==> src/rtl/dm_com_loader_pkg.sv <==
// Shared types for the DM communication loader: selector status codes, FSM states
// and the byte-pair packing helper.
package dm_com_pkg;

    localparam logic [1:0] ST_COM_WR = 2'b00;
    localparam logic [1:0] ST_PROC   = 2'b01;
    localparam logic [1:0] ST_COM_RD = 2'b10;

    typedef enum logic [3:0] {
        LOAD      = 4'd0,
        RUN       = 4'd1,
        DUMP_ADDR = 4'd2,
        DUMP_CAP  = 4'd3,
        TX_LO     = 4'd4,
        TX_HI     = 4'd5,
        CK_LO     = 4'd6,
        CK_HI     = 4'd7,
        DONE      = 4'd8
    } state_t;

    function automatic logic [15:0] pack_word(input logic [7:0] hi, input logic [7:0] lo);
        return {hi, lo};
    endfunction

endpackage

==> src/rtl/dm_tx_byte_reg.sv <==
// Single-byte transmit hold register: a load presents a byte with valid, which stays
// asserted (byte unchanged) until the consumer's ready completes the transfer.
module dm_tx_byte_reg (
    input  logic       clk,
    input  logic       rst,
    input  logic       load_i,
    input  logic [7:0] data_i,
    input  logic       ready_i,
    output logic       valid_o,
    output logic [7:0] byte_o
);

    logic       valid_q;
    logic [7:0] byte_q;

    // Hold register; a load in the same cycle as a completed transfer chains the next byte.
    always_ff @(posedge clk) begin
        if (rst) begin
            valid_q <= 1'b0;
            byte_q  <= 8'h00;
        end else if (load_i) begin
            valid_q <= 1'b1;
            byte_q  <= data_i;
        end else if (valid_q && ready_i) begin
            valid_q <= 1'b0;
        end else begin
            valid_q <= valid_q;
        end
    end

    assign valid_o = valid_q;
    assign byte_o  = byte_q;

endmodule

==> src/rtl/dm_com_loader.sv <==
// Communication-side DM sequencer: LOAD (UART bytes -> DM words), RUN, DUMP (DM -> bytes).
// Optional trailing 16-bit checksum bytes when DM_COM_CHECKSUM_EN is defined.
module dm_com_loader
    import dm_com_pkg::*;
#(
    parameter int unsigned LOAD_WORDS = 256,
    parameter int unsigned DUMP_WORDS = 256
) (
    input  logic        clk,
    input  logic        rst,
    input  logic        rx_valid,
    input  logic [7:0]  rx_byte,
    input  logic        tx_ready,
    output logic        tx_valid,
    output logic [7:0]  tx_byte,
    output logic        proc_start,
    input  logic        proc_done,
    output logic [1:0]  status,
    output logic [15:0] com_addr,
    output logic [15:0] com_data_in,
    output logic        com_wr_en,
    input  logic [15:0] com_data_out
);

    localparam logic [16:0] LOAD_END = 17'(LOAD_WORDS);
    localparam logic [16:0] DUMP_END = 17'(DUMP_WORDS);

    state_t      state_q, state_d;
    logic [16:0] count_q, count_d;
    logic [7:0]  lo_q, lo_d;
    logic        phase_q, phase_d;
    logic [1:0]  status_q, status_d;
    logic [15:0] com_addr_q, com_addr_d;
    logic [15:0] com_data_in_q, com_data_in_d;
    logic        com_wr_en_q, com_wr_en_d;
    logic        proc_start_q, proc_start_d;
    logic [15:0] word_q, word_d;

    logic        tx_load_s;
    logic [7:0]  tx_data_s;
    logic        tx_valid_s;
    logic [7:0]  tx_byte_s;
    logic        tx_fire_s;
    logic [16:0] count_inc_s;
    logic        load_end_s;
    logic        run_go_s;

    assign tx_fire_s   = tx_valid_s & tx_ready;
    assign count_inc_s = count_q + 17'd1;
    // The final write cycle itself stays in LOAD so com_wr_en never overlaps status 01.
    assign load_end_s  = com_wr_en_q && (count_q == LOAD_END);
    // proc_start_q is high exactly in the first RUN cycle, where proc_done is not yet sampled.
    assign run_go_s    = !proc_start_q && proc_done;

`ifdef DM_COM_CHECKSUM_EN
    logic [15:0] sum_q, sum_d;

    // Running checksum of dumped words, cleared on DUMP entry.
    always_comb begin
        sum_d = sum_q;
        if (state_q == RUN && run_go_s) begin
            sum_d = 16'h0000;
        end else if (state_q == DUMP_CAP) begin
            sum_d = sum_q + com_data_out;
        end else begin
            sum_d = sum_q;
        end
    end

    // Checksum register.
    always_ff @(posedge clk) begin
        if (rst) begin
            sum_q <= 16'h0000;
        end else begin
            sum_q <= sum_d;
        end
    end
`endif

    // FSM state register.
    always_ff @(posedge clk) begin
        if (rst) begin
            state_q <= LOAD;
        end else begin
            state_q <= state_d;
        end
    end

    // FSM next-state logic.
    always_comb begin
        state_d = state_q;
        case (state_q)
            LOAD:      state_d = load_end_s ? RUN : LOAD;
            RUN:       state_d = run_go_s ? DUMP_ADDR : RUN;
            DUMP_ADDR: state_d = DUMP_CAP;
            DUMP_CAP:  state_d = TX_LO;
            TX_LO:     state_d = tx_fire_s ? TX_HI : TX_LO;
            TX_HI: begin
                if (!tx_fire_s) begin
                    state_d = TX_HI;
                end else if (count_inc_s == DUMP_END) begin
`ifdef DM_COM_CHECKSUM_EN
                    state_d = CK_LO;
`else
                    state_d = DONE;
`endif
                end else begin
                    state_d = DUMP_ADDR;
                end
            end
`ifdef DM_COM_CHECKSUM_EN
            CK_LO:     state_d = tx_fire_s ? CK_HI : CK_LO;
            CK_HI:     state_d = tx_fire_s ? DONE : CK_HI;
`endif
            DONE:      state_d = rx_valid ? LOAD : DONE;
            default:   state_d = LOAD;
        endcase
    end

    // Next values of the registered outputs and datapath.
    always_comb begin
        count_d       = count_q;
        lo_d          = lo_q;
        phase_d       = phase_q;
        status_d      = status_q;
        com_addr_d    = com_addr_q;
        com_data_in_d = com_data_in_q;
        com_wr_en_d   = 1'b0;
        proc_start_d  = 1'b0;
        word_d        = word_q;
        tx_load_s     = 1'b0;
        tx_data_s     = 8'h00;
        case (state_q)
            LOAD: begin
                if (load_end_s) begin
                    status_d     = ST_PROC;
                    proc_start_d = 1'b1;
                end else if (rx_valid && !phase_q) begin
                    lo_d    = rx_byte;
                    phase_d = 1'b1;
                end else if (rx_valid) begin
                    com_wr_en_d   = 1'b1;
                    com_data_in_d = pack_word(rx_byte, lo_q);
                    com_addr_d    = count_q[15:0];
                    count_d       = count_inc_s;
                    phase_d       = 1'b0;
                end else begin
                    phase_d = phase_q;
                end
            end
            RUN: begin
                if (run_go_s) begin
                    status_d   = ST_COM_RD;
                    com_addr_d = 16'h0000;
                    count_d    = 17'd0;
                end else begin
                    status_d = status_q;
                end
            end
            DUMP_CAP: begin
                word_d    = com_data_out;
                tx_load_s = 1'b1;
                tx_data_s = com_data_out[7:0];
            end
            TX_LO: begin
                if (tx_fire_s) begin
                    tx_load_s = 1'b1;
                    tx_data_s = word_q[15:8];
                end else begin
                    tx_load_s = 1'b0;
                end
            end
            TX_HI: begin
                if (tx_fire_s) begin
                    count_d = count_inc_s;
                    if (count_inc_s == DUMP_END) begin
`ifdef DM_COM_CHECKSUM_EN
                        tx_load_s = 1'b1;
                        tx_data_s = sum_q[7:0];
`else
                        tx_load_s = 1'b0;
`endif
                    end else begin
                        com_addr_d = count_inc_s[15:0];
                    end
                end else begin
                    count_d = count_q;
                end
            end
`ifdef DM_COM_CHECKSUM_EN
            CK_LO: begin
                if (tx_fire_s) begin
                    tx_load_s = 1'b1;
                    tx_data_s = sum_q[15:8];
                end else begin
                    tx_load_s = 1'b0;
                end
            end
`endif
            DONE: begin
                if (rx_valid) begin
                    status_d   = ST_COM_WR;
                    count_d    = 17'd0;
                    com_addr_d = 16'h0000;
                    lo_d       = rx_byte;
                    phase_d    = 1'b1;
                end else begin
                    status_d = status_q;
                end
            end
            default: begin
                status_d = status_q;
            end
        endcase
    end

    // Datapath and output registers.
    always_ff @(posedge clk) begin
        if (rst) begin
            count_q       <= 17'd0;
            lo_q          <= 8'h00;
            phase_q       <= 1'b0;
            status_q      <= ST_COM_WR;
            com_addr_q    <= 16'h0000;
            com_data_in_q <= 16'h0000;
            com_wr_en_q   <= 1'b0;
            proc_start_q  <= 1'b0;
            word_q        <= 16'h0000;
        end else begin
            count_q       <= count_d;
            lo_q          <= lo_d;
            phase_q       <= phase_d;
            status_q      <= status_d;
            com_addr_q    <= com_addr_d;
            com_data_in_q <= com_data_in_d;
            com_wr_en_q   <= com_wr_en_d;
            proc_start_q  <= proc_start_d;
            word_q        <= word_d;
        end
    end

    dm_tx_byte_reg u_tx (
        .clk     (clk),
        .rst     (rst),
        .load_i  (tx_load_s),
        .data_i  (tx_data_s),
        .ready_i (tx_ready),
        .valid_o (tx_valid_s),
        .byte_o  (tx_byte_s)
    );

    assign tx_valid    = tx_valid_s;
    assign tx_byte     = tx_byte_s;
    assign proc_start  = proc_start_q;
    assign status      = status_q;
    assign com_addr    = com_addr_q;
    assign com_data_in = com_data_in_q;
    assign com_wr_en   = com_wr_en_q;

endmodule
==> config.mk <==
export PLATFORM = sky130hd
export DESIGN_NAME = dm_com_loader
export DESIGN_NICKNAME = d
export VERILOG_FILES = /design/src/rtl/dm_com_loader_pkg.sv /design/src/rtl/dm_tx_byte_reg.sv /design/src/rtl/dm_com_loader.sv
export SDC_FILE = /design/constraint.sdc
export NUM_CORES = 1
export LEC_CHECK = 0
export ABC_AREA = 1
export CAP_MARGIN = 20
export CORE_MARGIN = 1
export CORE_UTILIZATION = 47
export DETAILED_ROUTE_END_ITERATION = 10
export GPL_ROUTABILITY_DRIVEN = 0
export PLACE_DENSITY = 0.76
export RECOVER_POWER = 25
export SKIP_CTS_REPAIR_TIMING = 1
export SYNTH_ARGS = -nofsm -noshare
export SYNTH_HDL_FRONTEND = slang
export SYNTH_SLANG_ARGS = --single-unit
==> constraint.sdc <==
create_clock -name clk -period 2.13 [get_ports clk]
set_clock_uncertainty 0.15 [all_clocks]
set_input_delay 0.639 -clock clk [delete_from_list [all_inputs] [get_ports clk]]
set_output_delay 0.639 -clock clk [all_outputs]
set_load 0.01 [all_outputs]
==> impl_metrics.ini <==
[setup_path]
critPathMaxStageDelay_ns = 0.37
cpMostUsedCell = nand2_1
path_delay_family = simple AND/OR/NAND/NOR gates
crit_path_cell_trace = ha_4 -> nand2_4 -> nor2_4 -> buf_6 -> nand3_2 -> nand2_1 -> nand2_1 -> nor2_1 -> nand2_1 -> nor2_2 -> nand3_2 -> buf_12 -> nand3b_1 -> nand2_1 -> nor2_1
critPathBufInv = 2
slowest_stage = dfxtp_4
ff2ff_path_depth = 15
worstReg2RegEnd = com_addr[6]
path_max_fanout = 31
timing.rr.start = count_q[0]
crit_arrival_ns = 2.44
cp_data_required_time_ns = 2.28
critical_path.startpoint_type = flip-flop
r2r_setup_slack_ns = -0.16
crit_start = count_q[0]
crit_type = flip-flop to flip-flop
endpoint_kind = flip-flop

[route]
totalWireLength_mm = 11.47
routed.top_layer = met4
wl_per_cell_um = 14.32
drt_pass1_iterations = 5
vias = 4389
viasPerCell = 5.479
drcViolationCount = 0
m1WireLength_mm = 4.768
ant_nets = 0
drt_iter0_markers = 208
wl_met2_mm = 5.568
wl_met3_um = 788

[pwr]
powerDensity_nw_per_um2 = 598.6
irDropWorstVdd_mv = 0.3852
p_leak_nw = 2.232

[final_layout]
multi_input_area_um2 = 2135
num-fill-cells = 654
antenna_cells = 0
register_area_um2 = 1669
finish.utilization_pct = 68.81
area_growth_pct = 42.28
final_nets = 722
drive_gt1_share_pct = 17.53

[clocking]
clock-sinks = 83
numCtsBuffers = 9
clockBufferDepth = 2
cts_root_buffer = clkbuf_8
cts_tree = yes
h-tree-depth = 3
clk_latency_ns = 0.37
path_clk_slew_ns = 0.09

[synthesis]
synth_most_common_cell = nand2_1
synth_edf_count = 0
yosys_warnings = 0
yosys-top-cells-area = dfxtp_1 (42%), nand2_1 (12%), nor2_1 (8.7%)
synth_nets = 606
syn_avg_cell_area_um2 = 6.876
yosysSeqAreaShare_pct = 42.03
synth_cells = 575
synth-seq-cells = 83
ys_async_sr_fraction_pct = 0
ys_types = 30
synth.top_cell.area_share_pct = 42.03
ys.flop_type = dfxtp_1
ys_top_cells_by_count = nand2_1 (129), nor2_1 (92), dfxtp_1 (83)
synth.largest_area_cell = dfxtp_1
netlist_area_um2 = 3954

[floorplanning]
io_pins = 74
start_util_pct = 48.36
dieHeight_um = 93.72
die-area_um2 = 8783
core-area_um2 = 8175
die_width_um = 93.72
fp-row-count = 33

[global_routing]
grt_max_degree = 43
grt_pass1_wl_mm = 17.88
first_global_vias = 3979
grt_usage_pct = 25.92
gr-total-overflow = 0
antenna_found_initial = 0

[sta]
slew_viol_final = 0
fin_crit_ns = 2.293
tns_ns = -1.850
fmax_mhz = 436.2
rsz0062_at_grt = true
slew_headroom_pct = 68.12
setup_slack_ns = -0.1627
worst_pin_slew_ns = 0.4776
timing.final.crit_share_pct = 107.6
setup_violations = 23
finalHoldViolCount = 0

[min_path]
hp-class = flip-flop to flip-flop
holdPathEnd = lo_q[7]
hold_path_depth = 2
min_from = lo_q[7]

[run_status]
violations = setup timing
status = complete, but fails checks

[place]
dpl.hpwl_mm = 7.684
port_buffers = 73

[flow_run]
cap_viol_max_count = 0
==> worst reg2reg max path, stage by stage, from the launching register on <==
cell and delay (ns):
dfxtp_4 0.37, ha_4 0.18, nand2_4 0.07, nor2_4 0.20
buf_6 0.13, nand3_2 0.06, nand2_1 0.06, nand2_1 0.06
nor2_1 0.11, nand2_1 0.09, nor2_2 0.16, nand3_2 0.11
buf_12 0.18, nand3b_1 0.11, nand2_1 0.07, nor2_1 0.11
==> flip-flops by register name, indices dropped and copies added, names as in the netlist, 2 cells and up <==
name	count
com_addr	16
u_tx.byte_o	8
lo_q	8
count_q	17
word_q	8
state_q	4
status	2
com_data_in	16
==> per-stage QoR <==
step	cell area, um2	total power [mW]	std cells	hold slack, ns	setup WS (ns)
2_1_floorplan	3954	1.896	575	0.2793	0.03646
3_3_place_gp	5145	2.119	778	0.2942	-0.3337
3_5_place_dp	5145	2.132	778	0.3068	-0.3605
4_1_cts	5354	3.334	794	0.3209	-0.2316
5_1_grt	5625	3.502	801	0.3330	-0.3071
6_report	5625	3.367	801	0.3196	-0.1627
==> cell usage in the layout (no fill, tap or decap), types with 2 or more instances in the layout <==
cell | netlist | final
inv_6 | 0 | 2
a31oi_1 | 6 | 6
nand2_4 | 0 | 3
dfxtp_1 | 83 | 79
buf_6 | 2 | 3
nand2_2 | 3 | 5
nor2_2 | 5 | 7
a21oi_1 | 46 | 43
a22oi_1 | 12 | 12
nand4_1 | 13 | 13
ha_4 | 0 | 2
o21ai_0 | 39 | 35
clkinvlp_4 | 0 | 3
o22ai_1 | 3 | 3
inv_2 | 3 | 2
nand3_1 | 46 | 41
buf_12 | 0 | 7
inv_1 | 40 | 39
dlymetal6s2s_1 | 0 | 2
nor2_1 | 92 | 87
buf_4 | 2 | 46
xor2_1 | 2 | 2
nor4_1 | 2 | 2
clkbuf_8 | 0 | 9
clkdlybuf4s50_1 | 0 | 71
nand2_1 | 129 | 125
nor2_4 | 4 | 7
o21ai_1 | 1 | 4
dfxtp_2 | 0 | 3
nand3b_1 | 7 | 7
nor3_1 | 4 | 2
nand3_2 | 1 | 5
a21oi_2 | 0 | 3
==> worst max path at each step <==
stage,cells past startpoint,end
6_report,15,com_addr[6]
5_1_grt,15,com_addr[6]
4_1_cts,13,com_addr[15]
3_5_place_dp,11,com_addr[1]
3_3_place_gp,11,com_addr[0]
2_1_floorplan,13,com_addr[10]
==> kinds of logic (layout without fill, tap and decap cells) <==
family / after synthesis / after routing / synth area share (%)
buf+inv: 72 / 192 / 7.721
fa+ha+maj: 2 / 2 / 0.6328
xor+xnor: 2 / 2 / 0.4431
simple gates: 308 / 309 / 34.37
compound gates: 108 / 108 / 14.81
flops: 83 / 83 / 42.03
==> per-layer routing <==
| layer | vias up | GRT usage [%] |
|---|---|---|
| met2 | 178 | 43.49 |
| met5 | - | 0 |
| met1 | 2043 | 31.09 |
| met4 | 0 | 11.03 |
| li1 | 2129 | - |
| met3 | 39 | 6.958 |
==> layout make-up <==
class,count,share of cell area [%]
clock buffers,9,2.202
clock inverters,7,1.512
inverters,45,3.314
multi-input cells,421,37.94
flip-flops and latches,83,29.67
well taps,105,2.335
repair buffers,131,23.02
==> power by group <==
group,internal [mW],total (mW),switching (mW)
Combinational,0.260,0.500,0.240
Sequential,1.61,1.65,0.0386
Clock,0.560,1.22,0.655
Note: power is estimated with default switching activity, not from simulation.
